## src/rtl/factorial_host_master.sv

```systemverilog
// factorial_host_master
// Bus initiator that runs one complete register transaction sequence on the
// factorial accelerator (write N, pulse GO, poll status, read result, clear
// GO) for every accepted request, and hands back the result with error and
// timeout flags on a response handshake.
module factorial_host_master #(
   parameter int TIMEOUT = 255
) (
   input  logic        clk,
   input  logic        rst,
   input  logic        req_valid,
   output logic        req_ready,
   input  logic [3:0]  req_n,
   output logic        resp_valid,
   input  logic        resp_ready,
   output logic [31:0] resp_result,
   output logic        resp_err,
   output logic        resp_timeout,
   output logic        busy,
   output logic [1:0]  bus_addr,
   output logic        bus_we,
   output logic [3:0]  bus_wd,
   input  logic [31:0] bus_rd
);

   localparam int CNT_W = (TIMEOUT < 1) ? 1 : $clog2(TIMEOUT + 1);
   localparam logic [CNT_W-1:0] TIMEOUT_CNT = CNT_W'(TIMEOUT);

   localparam logic [1:0] ADDR_N      = 2'd0;
   localparam logic [1:0] ADDR_GO     = 2'd1;
   localparam logic [1:0] ADDR_STATUS = 2'd2;
   localparam logic [1:0] ADDR_RESULT = 2'd3;

   typedef enum logic [2:0] {
      IDLE,
      WR_N,
      WR_GO,
      SETTLE,
      POLL,
      RD_RES,
      CLR_GO,
      RESP
   } state_t;

   state_t            state;
   state_t            state_next;
   logic [3:0]        n_q;
   logic [CNT_W-1:0]  poll_cnt;
   logic [CNT_W-1:0]  poll_cnt_inc;
   logic [31:0]       result_q;
   logic              err_q;
   logic              timeout_q;
   logic              status_err;
   logic              status_done;

   assign status_err  = bus_rd[1];
   assign status_done = bus_rd[0];

   // Saturating increment so the poll counter can never wrap back to zero.
   always_comb begin
      poll_cnt_inc = poll_cnt;
      if (poll_cnt != TIMEOUT_CNT) begin
         poll_cnt_inc = poll_cnt + CNT_W'(1);
      end
   end

   // State register; reset always lands in IDLE so no write is left pending.
   always_ff @(posedge clk) begin
      if (!rst) begin
         state <= IDLE;
      end else begin
         state <= state_next;
      end
   end

   // Next-state logic: walks the fixed register sequence, leaving POLL early
   // on error (which wins over done), on done, or when the poll budget is spent.
   always_comb begin
      state_next = state;
      case (state)
         IDLE: begin
            if (req_valid) begin
               state_next = WR_N;
            end
         end
         WR_N:   state_next = WR_GO;
         WR_GO:  state_next = SETTLE;
         SETTLE: state_next = POLL;
         POLL: begin
            if (status_err) begin
               state_next = CLR_GO;
            end else if (status_done) begin
               state_next = RD_RES;
            end else if (poll_cnt_inc == TIMEOUT_CNT) begin
               state_next = CLR_GO;
            end
         end
         RD_RES: state_next = CLR_GO;
         CLR_GO: state_next = RESP;
         RESP: begin
            if (resp_ready) begin
               state_next = IDLE;
            end
         end
         default: state_next = IDLE;
      endcase
   end

   // Bus drive decoded purely from the current state; IDLE parks on the
   // status register with no write strobe.
   always_comb begin
      bus_addr = ADDR_STATUS;
      bus_we   = 1'b0;
      bus_wd   = 4'd0;
      case (state)
         WR_N: begin
            bus_addr = ADDR_N;
            bus_we   = 1'b1;
            bus_wd   = n_q;
         end
         WR_GO: begin
            bus_addr = ADDR_GO;
            bus_we   = 1'b1;
            bus_wd   = 4'b0001;
         end
         RD_RES: begin
            bus_addr = ADDR_RESULT;
         end
         CLR_GO: begin
            bus_addr = ADDR_GO;
            bus_we   = 1'b1;
            bus_wd   = 4'd0;
         end
         default: begin
            bus_addr = ADDR_STATUS;
         end
      endcase
   end

   // Operand, poll counter and response registers. Flags and result are
   // cleared at acceptance so each response reflects only its own run.
   always_ff @(posedge clk) begin
      if (!rst) begin
         n_q       <= 4'd0;
         poll_cnt  <= '0;
         result_q  <= 32'd0;
         err_q     <= 1'b0;
         timeout_q <= 1'b0;
      end else begin
         case (state)
            IDLE: begin
               if (req_valid) begin
                  n_q       <= req_n;
                  poll_cnt  <= '0;
                  result_q  <= 32'd0;
                  err_q     <= 1'b0;
                  timeout_q <= 1'b0;
               end
            end
            POLL: begin
               if (status_err) begin
                  err_q    <= 1'b1;
                  result_q <= 32'd0;
               end else if (!status_done) begin
                  poll_cnt <= poll_cnt_inc;
                  if (poll_cnt_inc == TIMEOUT_CNT) begin
                     timeout_q <= 1'b1;
                     result_q  <= 32'd0;
                  end
               end
            end
            RD_RES: begin
               result_q <= bus_rd;
            end
            default: begin
            end
         endcase
      end
   end

   assign req_ready    = (state == IDLE);
   assign busy         = (state != IDLE);
   assign resp_valid   = (state == RESP);
   assign resp_result  = result_q;
   assign resp_err     = err_q;
   assign resp_timeout = timeout_q;

endmodule

```

## config.mk

```make
export PLATFORM = sky130hd
export DESIGN_NAME = factorial_host_master
export DESIGN_NICKNAME = d
export VERILOG_FILES = /design/src/rtl/factorial_host_master.sv
export SDC_FILE = /design/constraint.sdc
export NUM_CORES = 1
export LEC_CHECK = 0
export ABC_AREA = 0
export BUFFER_PORTS_ARGS = -buffer_cell sky130_fd_sc_hd__buf_4
export CORE_AREA = 2 2 99 101
export CTS_CLUSTER_DIAMETER = 150
export DETAILED_ROUTE_END_ITERATION = 10
export DIE_AREA = 0 0 101 103
export GPL_TIMING_DRIVEN = 0
export HOLD_SLACK_MARGIN = 0.12
export PLACE_DENSITY = 0.53
export SLEW_MARGIN = 20
export SYNTH_ARGS = -nofsm -noshare
export SYNTH_HDL_FRONTEND = slang
export SYNTH_SLANG_ARGS = --single-unit
export TNS_END_PERCENT = 50
```

## constraint.sdc

```tcl
create_clock -name clk -period 4 [get_ports clk]
set_input_delay 1.2 -clock clk [delete_from_list [all_inputs] [get_ports clk]]
set_output_delay 1.2 -clock clk [all_outputs]
set_load 0.02 [all_outputs]
```

==> results.rst, run 1 <==
.. list-table::
   :header-rows: 1

   * - Metric
     - Value
   * - Share of post-route cells with drive strength above 1
     - between 20% and 30%
   * - Transition time of the tightest slew-check pin
     - about 0.57 ns
   * - Depth of the CTS H-tree
     - 2
   * - Total Routed Length
     - about 6900 microns
   * - Critical path origin
     - state[0]
   * - Register bit total from synthesis
     - 49
   * - Total via count after detailed routing
     - 2365
   * - Antenna Diode Count
     - 0
   * - Max Cap Violations
     - 0
   * - Library cell occupying the most area in the post-synthesis netlist
     - dfxtp_1
   * - DR iter-0 viols
     - 89
   * - Arrival time worst endpoint
     - 1.78 ns
   * - Number of warnings issued by yosys
     - 0
   * - Critical path capture point type
     - output port
   * - Max transition margin
     - 61.99%
   * - Req. time, crit path
     - 2.80 ns
   * - Highest clock rate
     - 335.1 MHz
   * - Port buffer count
     - 82
   * - Deepest clock path buffer count
     - 2
   * - Fraction of synthesis flops using an asynchronous set or reset pin
     - 0%
   * - Number of library cell types mapped by synthesis
     - 38
   * - Peak fanout along the critical path
     - 10
   * - Status
     - finished clean
   * - First-pass GRT wire length
     - 11140 microns
   * - Register area share after synthesis
     - 43.46%
   * - Leakage Power
     - between 1 and 1.5 nW
   * - Half-perimeter wire length after placement
     - approximately 5000 microns
   * - Net count after synthesis
     - 316
   * - Average wire per cell in the routed design
     - approximately 14 microns
   * - Category of the worst setup path launch point
     - flip-flop
   * - Worst setup slack before clock tree synthesis
     - roughly 1.2 ns
   * - # DRC
     - 0
   * - Final standard cell area without fillers
     - approximately 3100 sq um
   * - Post-cts hold buffer count
     - 0
   * - Clk sink count
     - 49
   * - Worst vdd ir
     - ~0.14 mV
   * - Growth of design area from synthesis to finish
     - 37.42%
   * - Time the worst path needs with I/O delays and setup
     - 2.984 ns
   * - Synth Cell Area
     - 2257 sq um
   * - Initial core utilization
     - about a quarter
   * - Number of antenna violations at the first check in global routing
     - 0
   * - Clock transition at the register clock pins on the worst setup and hold paths after CTS
     - 0.09 ns
   * - Number of instances resized during post-cts repair
     - 0
   * - Antenna Violating Nets Remaining
     - 0
   * - Vias in the first global route
     - 2252
   * - Area contributors post-synth
     - dfxtp_1 (43%), a311oi_1 (13%), a21oi_1 (10%)
   * - Gate count after technology mapping
     - 275
   * - Post-Place Cell Area
     - around 3000 sq um
   * - Number of clock buffers inserted by TritonCTS
     - 5
   * - TritonCTS clock tree
     - built
   * - Top cell type's share of synthesized area
     - between 40 and 50%
   * - Cell row count
     - 36
   * - Insertion delay to the later sink of the worst-skew pair
     - 0.31 ns
   * - Most instantiated flip-flop cell in the synthesis netlist
     - dfxtp_1
   * - Pin count of the biggest net entering global routing
     - 16
   * - Most numerous cell in the Yosys netlist
     - dfxtp_1
   * - Power density relative to cell area
     - 316.8 nW/um^2
   * - RSZ-0062 raised after global routing
     - false
   * - Final estimated routing congestion in global placement
     - 0.8184
   * - Post-Route Setup TNS
     - 0 ns
   * - Number of iterations in the first detailed-routing pass
     - 6
   * - Fin Clk Skew
     - 0.005236 ns
   * - Number of nets in the final layout
     - around 400
   * - Average size of a mapped cell
     - 8.208 sq um
   * - Slew Limit Fails
     - 0
   * - Die outline area
     - 10400 sq um
   * - Die Height
     - between 100 and 150 microns
   * - Core area
     - between 9000 and 10000 sq um
   * - Hold Crit Start
     - n_q[1]
   * - Origin of the critical flop-to-flop path
     - poll_cnt[0]
   * - Number of top-level design ports
     - 84
   * - Root Buffer Master
     - clkbuf_8
   * - Final setup violation count
     - 0
   * - Final count of hold timing violations
     - 0
   * - GRT overflow
     - 0
   * - Mean number of vias per cell
     - 4.937
   * - # Post-CTS Setup Buffers
     - 0
   * - Path category of the worst min-delay check
     - flip-flop to flip-flop
   * - Fraction of the cycle the final worst path needs
     - 74.60%
   * - Count of flip-flops with a built-in enable after synthesis
     - 0
   * - Setup slack after layout
     - 1.016 ns
   * - Critical path class
     - flip-flop to output port
   * - Cell types with the highest counts after synthesis
     - dfxtp_1 (49), a21oi_1 (47), nand2_1 (45)
   * - Global-route usage over all layers
     - 13.52%
   * - Width of the die
     - 101 microns
## per-layer routing
metal | part of all wire [%] | global-route usage (%) | vias up
met5 | 0 | 0 | -
met4 | 1.0 | 3.742 | 0
met3 | 6.3 | 4.068 | 6
met2 | 46 | 20.77 | 61
met1 | 47 | 18.47 | 1098
li1 | - | - | 1200
## final cells by class
| class | instances | area, sq um |
|---|---|---|
| timing repair buffer | 82 | 615.6 |
| buffer | 22 | 90.09 |
| sequential | 49 | 980.9 |
| tap | 114 | 142.6 |
| fill | 1014 | 6357 |
| clock inverter | 3 | 17.52 |
| inverter | 7 | 26.28 |
| clock buffer | 5 | 68.82 |
| multi-input combinational | 197 | 1160 |
## kinds of logic (layout without fill, tap and decap cells)
family / Yosys count / in the layout / share of synthesized area (%)
adder cells (fa/ha/maj): 1 / 1 / 0.5542
buffers and inverters: 29 / 119 / 5.155
flip-flops: 49 / 49 / 43.46
AO/OA/AOI/OAI: 99 / 99 / 29.38
AND/OR/NAND/NOR: 93 / 93 / 19.46
multiplexers: 4 / 4 / 1.995
## where the power goes
group          leakage (nW)  internal, mW  switching [mW]  total [mW]
combinational         0.716        0.0708           0.112       0.183
sequential            0.396         0.496         0.00593       0.502
clock                0.0439         0.121           0.176       0.297
## critical path, cell delays in order (launching register included)
cell	delay [ns]
dfxtp_1	0.37
clkbuf_1	0.30
nor3b_1	0.44
nand2b_1	0.19
inv_1	0.04
buf_4	0.15
## flip-flops by register name, summed over array words and instances, names as in the netlist
name          count
poll_cnt          8
resp_err          1
resp_result      32
state             3
resp_timeout      1
n_q               4
## cell usage in the layout, fill, tap and decap left out, types with 2 or more instances in the layout
| master | instances |
|---|---|
| o21ai_0 | 6 |
| nor3b_1 | 2 |
| inv_1 | 7 |
| nand2b_1 | 3 |
| a211oi_1 | 3 |
| or3_1 | 2 |
| nand4_1 | 3 |
| clkbuf_8 | 5 |
| clkinv_2 | 2 |
| buf_4 | 82 |
| buf_2 | 5 |
| clkbuf_1 | 16 |
| dfxtp_1 | 49 |
| nand3_1 | 8 |
| nor2_1 | 13 |
| and3_1 | 2 |
| a21oi_1 | 47 |
| nand2_1 | 45 |
| nor3_1 | 2 |
| and2_1 | 5 |
| or2_2 | 2 |
| a311oi_1 | 34 |
| mux2i_1 | 3 |
## path summary, 6_finish.rpt
kind         cells past startpoint             end  slack, ns
max reg2reg                      7  resp_result[9]       1.74
max                              5     bus_addr[1]       1.02
min reg2reg                      2          n_q[1]       0.45
min                              2          n_q[1]       0.45
## through the flow
stage | hold slack, ns | util, % | power (mW) | cells
after floorplan | 0.4317 | - | 0.6089 | 275
after global placement | 0.4397 | 31.88 | 0.6954 | 471
after detailed placement | 0.4436 | 31.88 | 0.6971 | 471
after CTS | 0.4574 | 32.79 | 0.9986 | 479
after global routing | 0.4756 | 32.79 | 1.040 | 479
final | 0.4543 | 32.79 | 0.9825 | 479
Note: power is estimated with default switching activity, not from simulation.
==> run 2, diff against run 1 <==
clock period = 2.85 ns   (was 4 ns; I/O delays follow)
==> run 2 against run 1 <==
  * Die area unchanged
  * Critical path type unchanged
  * Clock skew is essentially flat
  * Flip-flop and latch count did not move
  * Design area grew 0.16%
  * Combinational power increased by 40%
  * First-iteration DRC count rose by 2.2%
  * Final cell count stayed put
  * Highest routed layer unchanged
  * Clock power rose by 40%
==> results.rst, run 2 (synthesis gave the netlist of run 1 again) <==
.. list-table::
   :header-rows: 1

   * - Metric
     - Value
   * - Status
     - finished clean
   * - Highest clock rate
     - 400.4 MHz
   * - Fin Clk Skew
     - 0.005528 ns (+0.0002920 ns)
   * - Slew Limit Fails
     - 0 (unchanged)
   * - Leakage Power
     - 1.159 nW (+0.32%)
   * - Max stage delay on crit path
     - 0.37 ns (-0.07 ns)
   * - Net switching power
     - 0.4121 mW (+40%)
   * - Number of nets in the final layout
     - 405 (unchanged)
   * - Highest Signal Layer
     - met4
   * - Origin of the critical flop-to-flop path
     - poll_cnt[0]
   * - Max FFs per register
     - 32 (unchanged)
   * - Number of iterations in the first detailed-routing pass
     - 6 (unchanged)
   * - Path category of the worst min-delay check
     - flip-flop to flip-flop
   * - Switching Fraction
     - 29.89% (-0.056 points)
   * - Worst Hold Path EP
     - n_q[1]
   * - Worst vdd ir
     - 0.1912 mV (+41%)
   * - Final standard cell area without fillers
     - 3107 sq um (+0.16%)
   * - Reg2Reg Depth
     - 7 (unchanged)
   * - Post-Place Cell Area
     - 3015 sq um (unchanged)
   * - Half-perimeter wire length after placement
     - 4952 microns (unchanged)
   * - Post-cts hold buffer count
     - 0 (unchanged)
   * - Die outline area
     - 10400 sq um (unchanged)
   * - Portion of total power attributed to sequential cells
     - 51.1% (about the same)
   * - Port buffer count
     - 82 (unchanged)
   * - Area of combinational cells with multiple inputs
     - 1165 sq um (+0.43%)
   * - DR iter-0 viols
     - 91 (+2.2%)
   * - Pin count of the biggest net entering global routing
     - 16 (unchanged)
   * - Share of post-route cells with drive strength above 1
     - 28.49% (+0.27 points)
   * - Root Buffer Master
     - clkbuf_8
   * - Fraction of the cycle the final worst path needs
     - between 80% and 90%
   * - Cell Int Power
     - 0.9668 mW (+40%)
   * - Depth of the CTS H-tree
     - 2 (unchanged)
   * - Combined flip-flop and latch cell area
     - 980.9 sq um (unchanged)
   * - Post-Route Setup TNS
     - 0 ns (unchanged)
   * - Total Routed Length
     - 6869 microns (-0.54%)
   * - Deepest clock path buffer count
     - 2 (unchanged)
   * - Antenna Violating Nets Remaining
     - 0 (unchanged)
   * - TritonCTS clock tree
     - built
   * - Max transition margin
     - 62.08% (+0.090 points)
   * - Combinational power share
     - 18.6% (about the same)
   * - Req. time, crit path
     - 2.00 ns (-0.80 ns)
   * - Cell class contributing the biggest share of worst-path delay
     - simple AND/OR/NAND/NOR gates
   * - GRT overflow
     - 0 (unchanged)
   * - Number of clock buffers inserted by TritonCTS
     - 5 (unchanged)
   * - Growth of design area from synthesis to finish
     - 37.64%
   * - Routed length on met2
     - 3172 microns (+0.48%)
   * - Routed length on met1
     - 3159 microns (-2.6%)
   * - Worst reg2reg endpoint
     - resp_result[9]
   * - # Post-CTS Setup Buffers
     - 0 (unchanged)
   * - Core area
     - 9459 sq um (unchanged)
   * - Final count of hold timing violations
     - 0 (unchanged)
   * - Routed length on met3
     - 497 microns (+15%)
   * - Max Cap Violations
     - 0 (unchanged)
   * - Total via count after detailed routing
     - 2374 (+0.38%)
   * - Filler cell count
     - 1013 (-0.099%)
   * - Transition time of the tightest slew-check pin
     - 0.5657 ns (-0.001350 ns)
   * - Clock transition at the register clock pins on the worst setup and hold paths after CTS
     - 0.09 ns (about the same)
   * - Slowest CP cell
     - dfxtp_1
   * - Initial core utilization
     - 23.86% (unchanged)
   * - Mean number of vias per cell
     - 4.956 (+0.38%)
   * - Arrival time worst endpoint
     - 1.64 ns (-0.14 ns)
   * - Most common cell after layout, fill and taps aside
     - buf_4
   * - Number of antenna violations at the first check in global routing
     - 0 (unchanged)
   * - # DRC
     - 0 (unchanged)
   * - First-pass GRT wire length
     - 11140 microns (unchanged)
   * - Average wire per cell in the routed design
     - 14.34 microns (-0.54%)
   * - Clk sink count
     - 49 (unchanged)
   * - Number of top-level design ports
     - 84 (unchanged)
   * - Global-route usage over all layers
     - 13.52% (unchanged)
   * - Number of cells traversed by the worst hold path
     - 2 (unchanged)
   * - Peak fanout along the critical path
     - 10 (unchanged)
   * - Critical path capture point type
     - output port
   * - Critical path origin
     - state[0]
   * - Commonest cells after routing, fill and taps aside
     - buf_4 (82), dfxtp_1 (49), a21oi_1 (47)
   * - Crit path buffers/inverters
     - 3 (unchanged)
   * - Final setup violation count
     - 0 (unchanged)
   * - Cell-by-cell listing of the critical path
     - clkbuf_1 -> nor3b_2 -> nand2b_1 -> inv_1 -> buf_4
   * - Width of the die
     - 101 microns (unchanged)
   * - Power density relative to cell area
     - 443.8 nW/um^2 (+40%)
   * - Vias in the first global route
     - 2252 (unchanged)
   * - Insertion delay to the later sink of the worst-skew pair
     - 0.30 ns (about the same)
   * - Die Height
     - 103 microns (unchanged)
   * - Clk pwr share
     - 30.3% (about the same)
   * - Time the worst path needs with I/O delays and setup
     - 2.498 ns
   * - Worst R2R Setup Slack
     - 0.59 ns (-1.15 ns)
   * - Cell row count
     - 36 (unchanged)
   * - Final estimated routing congestion in global placement
     - 0.8184 (unchanged)
   * - Hold Crit Start
     - n_q[1]
   * - Critical path class
     - flip-flop to output port
   * - Category of the worst setup path launch point
     - flip-flop
   * - RSZ-0062 raised after global routing
     - false
   * - Antenna Diode Count
     - 0 (unchanged)
## run 2: cell counts in the layout (fill, tap and decap cells not counted)
No cell type changed its count.
## run 2: power by group through the flow
stage                     logic, mW  registers (mW)  clock network [mW]
after floorplan               0.133           0.722                   0
after global placement        0.255           0.721                   0
after detailed placement      0.257           0.721                   0
after CTS                     0.258           0.705               0.438
after global routing          0.285           0.707               0.468
final                         0.257           0.705               0.417
## run 2: tightest hold or removal path: stages (launching register included)
cell and delay [ns]:
dfxtp_1 0.32, nand2_1 0.05, a21oi_1 0.05
## run 2: worst max path at each step
| stage | endpoint | slack [ns] | cells past startpoint |
|---|---|---|---|
| after global routing | bus_addr[1] | 0.14 | 5 |
| after CTS | bus_addr[1] | 0.16 | 5 |
| after floorplan | bus_addr[1] | 0.72 | 4 |
| final | bus_addr[1] | 0.35 | 5 |
| after global placement | resp_result[12] | 0.42 | 5 |
| after detailed placement | resp_result[6] | 0.40 | 5 |
## run 2: final cells by class
class | instances | share of cell area, %
flip-flops and latches | 49 | 31.57
multi-input cells | 197 | 37.50
repair buffers | 82 | 19.81
clock buffers | 5 | 2.215
plain buffers | 22 | 2.900
well taps | 114 | 4.591
clock inverters | 3 | 0.5638
inverters | 7 | 0.8458
## run 2: per-stage QoR
stage | hold WS [ns] | cells | power, mW | setup slack (ns) | utilization [%]
after detailed placement | 0.4436 | 471 | 0.9784 | 0.4005 | 31.88
after global routing | 0.4756 | 479 | 1.460 | 0.1370 | 32.84
after global placement | 0.4397 | 471 | 0.9760 | 0.4159 | 31.88
after floorplan | 0.4317 | 275 | 0.8546 | 0.7209 | -
after CTS | 0.4574 | 479 | 1.402 | 0.1636 | 32.79
final | 0.4544 | 479 | 1.379 | 0.3522 | 32.84
## run 2: repair_timing
action	in CTS	in global routing
endpoints found under the setup margin	0	1
resized for setup	0	1
endpoints found under the hold margin	0	0
## run 2: layer usage
layer	vias to the layer above	GRT usage [%]
met5	-	0
met4	0	3.742
met3	4	4.068
met2	69	20.77
met1	1100	18.47
li1	1201	-
